## config.mk

```make
export PLATFORM = sky130hd
export DESIGN_NAME = sat_err_counter
export DESIGN_NICKNAME = d
export VERILOG_FILES = /design/src/rtl/sat_err_counter.sv
export SDC_FILE = /design/constraint.sdc
export NUM_CORES = 1
export LEC_CHECK = 0
export ABC_AREA = 1
export BUFFER_PORTS_ARGS = -buffer_cell sky130_fd_sc_hd__buf_2
export CAP_MARGIN = 0
export CORE_AREA = 5 5 42 44
export DETAILED_ROUTE_END_ITERATION = 16
export DIE_AREA = 0 0 47 49
export SETUP_SLACK_MARGIN = 0.2
export SLEW_MARGIN = 20
export SYNTH_ARGS = -nofsm -noshare
export SYNTH_HDL_FRONTEND = slang
export SYNTH_SLANG_ARGS = --single-unit
```

## constraint.sdc

```tcl
create_clock -name clk -period 1.7 [get_ports clk]
set_input_delay 0.34 -clock clk [delete_from_list [all_inputs] [get_ports clk]]
set_output_delay 0.34 -clock clk [all_outputs]
set_load 0.05 [all_outputs]
```

## src/rtl/sat_err_counter.sv

```systemverilog
// rtl/sat_err_counter.sv - saturating event counter with synchronous clear (clear and increment together give 1)
module sat_err_counter #(
    parameter int CNT_W = 8
) (
    input  logic             clk,
    input  logic             rst_n,
    input  logic             inc,
    input  logic             clr,
    output logic [CNT_W-1:0] cnt
);

    always_ff @(posedge clk) begin
        if (!rst_n) begin
            cnt <= '0;
        end else if (clr) begin
            cnt <= inc ? CNT_W'(1) : '0;
        end else if (inc && (cnt != {CNT_W{1'b1}})) begin
            cnt <= cnt + CNT_W'(1);
        end
    end

endmodule

```

==> run_results.csv <==
group,metric,value,unit
critical_path,crit_slowest_cell,"dfxtp_1",
final_layout,final_nets,96,
clocking,cts_resized,0,
timing,slew_headroom,83.64,%
synth,synth_area,491.7,sq um
final_layout,n_antenna_cell,0,
detailed_routing,via_per_inst,5.038,
timing,fin_crit,1365,ps
die,row_count,14,
die,die_y,49,um
global_routing,overflow,0,
placement,dp_hpwl,895.2,um
critical_path,cp_num_buf_inv,1,
critical_path,cpPeakStageDelay,450,ps
detailed_routing,finalWirelength,1127,um
power,powerDensity,695.3,nW/um^2
timing,finalMaxSlewViolations,0,
final_layout,reg_top3,"cnt (8)",
clocking,clock_path_buffers,2,
final_layout,largest_reg_flops,8,
global_routing,met1_usage,12.94,%
timing,setup_viol,0,
final_layout,utilization,42.41,%
critical_path,worst_ep_arrival_time,1020,ps
detailed_routing,drt_pass1_iterations,4,
die,die_area,2303,sq um
min_path,min_from,"rst_n",
flow_run,drv.max_cap_violation_count,0,
timing,period_share,80.29,%
critical_path,path_max_fanout,7,
global_routing,grt_use_total,10.84,%
die,start_util,35.09,%
detailed_routing,detail-route-antenna-nets,0,
global_routing,grt_max_degree,9,
timing,fin_worst_skew,3.583,ps
clocking,root_buffer,"clkbuf_4",
synth,ys_types,18,
critical_path,reg2reg_depth,8,
critical_path,r2r_start,"cnt[0]",
clocking,ctsHtreeMaxLevel,1,
final_layout,final_common_cell,"nand2_1",
timing,tns,0,ps
final_layout,final_cell_mix,"16 x nand2_1, 11 x buf_2, 10 x nor2_1",
power,ir_drop,0.3895,mV
global_routing,antenna_found_initial,0,
critical_path,start_kind,"flop",
critical_path,rrSetupSlack,360,ps
die,coreArea,1401,sq um
critical_path,r2r-end,"cnt[4]",
clocking,clk_pin_slew_worst_paths,50,ps
detailed_routing,num_vias,529,
clocking,postCtsHoldBufs,0,
synth,ys_warn_count,0,
outcome,status,"complete, no violations",
placement,gp_congestion,0.8215,
clocking,cts_sinks,8,
critical_path,crit_type,"reg -> out",
critical_path,crit_path_end_kind,"output port",
die,chipWidth,47,um
final_layout,final_cells,105,
synth,synthesis.nets,80,
clocking,cts_setup_buffers,0,
power,power,0.4132,mW
placement,io_buffers,11,
die,num_io_pins,12,
min_path,whs_endpoint,"cnt[7]",
placement,dp_cells,102,
final_layout,area_delta_synth_final,20.87,%
timing,tightest_slew,245.1,ps
clocking,cts_buffers,3,
clocking,cts_tree,"done",
final_layout,regMostFlops,"cnt",
synth,avgSynthCellArea,6.556,sq um
synth,synth_seq_cells,8,
detailed_routing,wl_per_cell,10.73,um
synth,synth_cells,75,
timing,rsz0062_at_grt,"false",
final_layout,layout-drive-gt1-share,30.34,%
global_routing,use_met3,2.214,%
global_routing,gr-usage-met2,16.74,%
min_path,min_path_type,"in -> reg",
global_routing,grt_pass1_vias,435,
clocking,clock_latency,260,ps
critical_path,critPathTopFamily,"flip-flops",
synth,ys_seq_area_share,32.57,%
power,p_leak,0.2808,nW
global_routing,grt_pass1_wl,1821,um
detailed_routing,drc,0,
critical_path,required,1360,ps
detailed_routing,drt_iter0_drc,8,
min_path,whs_path_depth,3,
timing,final_hold_viol_count,0,
timing,clock.fmax,732.7,MHz
global_routing,busiest_layer,"met2",
critical_path,crit_chain,"buf_2",
synthesized netlist by cell type (all sizes together):
| library cell | instances | area [sq um] |
|---|---|---|
| o21ai | 3 | 15.01 |
| dfxtp | 8 | 160.2 |
| nand3 | 9 | 45.04 |
| a21oi | 6 | 33.78 |
| nand2 | 21 | 101.4 |
| nor2 | 12 | 55.06 |
| nand4 | 3 | 18.77 |
| nor3 | 1 | 5.000 |
| inv | 10 | 37.53 |
| nand3b | 1 | 7.510 |
| ha | 1 | 12.51 |
layer usage:
metal  part of all wire [%]  routed length, um
met4                    3.4                 38
met2                     47                530
met1                     42                468
met3                    7.9                 89
met5                      0                  0
where the power goes:
group / switching [mW] / internal, mW
clock network: 0.0707 / 0.0812
registers: 0.00555 / 0.194
logic: 0.0451 / 0.0171
total: 0.121 / 0.292
worst max-delay path by stage:
stage	start	endpoint	slack [ps]	cells after the start
2_1_floorplan	cnt[0]	cnt[5]	220	8
3_3_place_gp	cnt[0]	cnt[4]	380	8
3_5_place_dp	cnt[0]	cnt[4]	360	8
4_1_cts	cnt[2]	cnt[2]	340	1
5_1_grt	cnt[0]	cnt[5]	230	8
6_report	cnt[2]	cnt[2]	340	1
cell families after synthesis:
family | after synthesis | synth area share [%]
and+or+nand+nor | 47 | 47.33
buffers and inverters | 10 | 7.632
DFF | 8 | 32.57
AOI/OAI and AO/OA | 9 | 9.922
adders and majority gates | 1 | 2.544
cell type report:
type | count | area (sq um)
inverters | 10 | 37.54
clock buffers | 3 | 22.52
repair buffers | 11 | 55.05
fillers | 169 | 807.0
flip-flops and latches | 8 | 165.2
well taps | 16 | 20.02
multi-input cells | 57 | 294.0
per-stage QoR:
step,worst slack [ps],instance area [sq um],hold slack [ps]
2_1_floorplan,215.3,496.7,476.1
3_3_place_gp,377.1,571.8,455.0
3_5_place_dp,359.0,571.8,453.8
4_1_cts,336.0,594.3,341.5
5_1_grt,228.1,594.3,356.8
6_report,335.1,594.3,339.7
No activity file was read; power rests on OpenSTA's default activity.
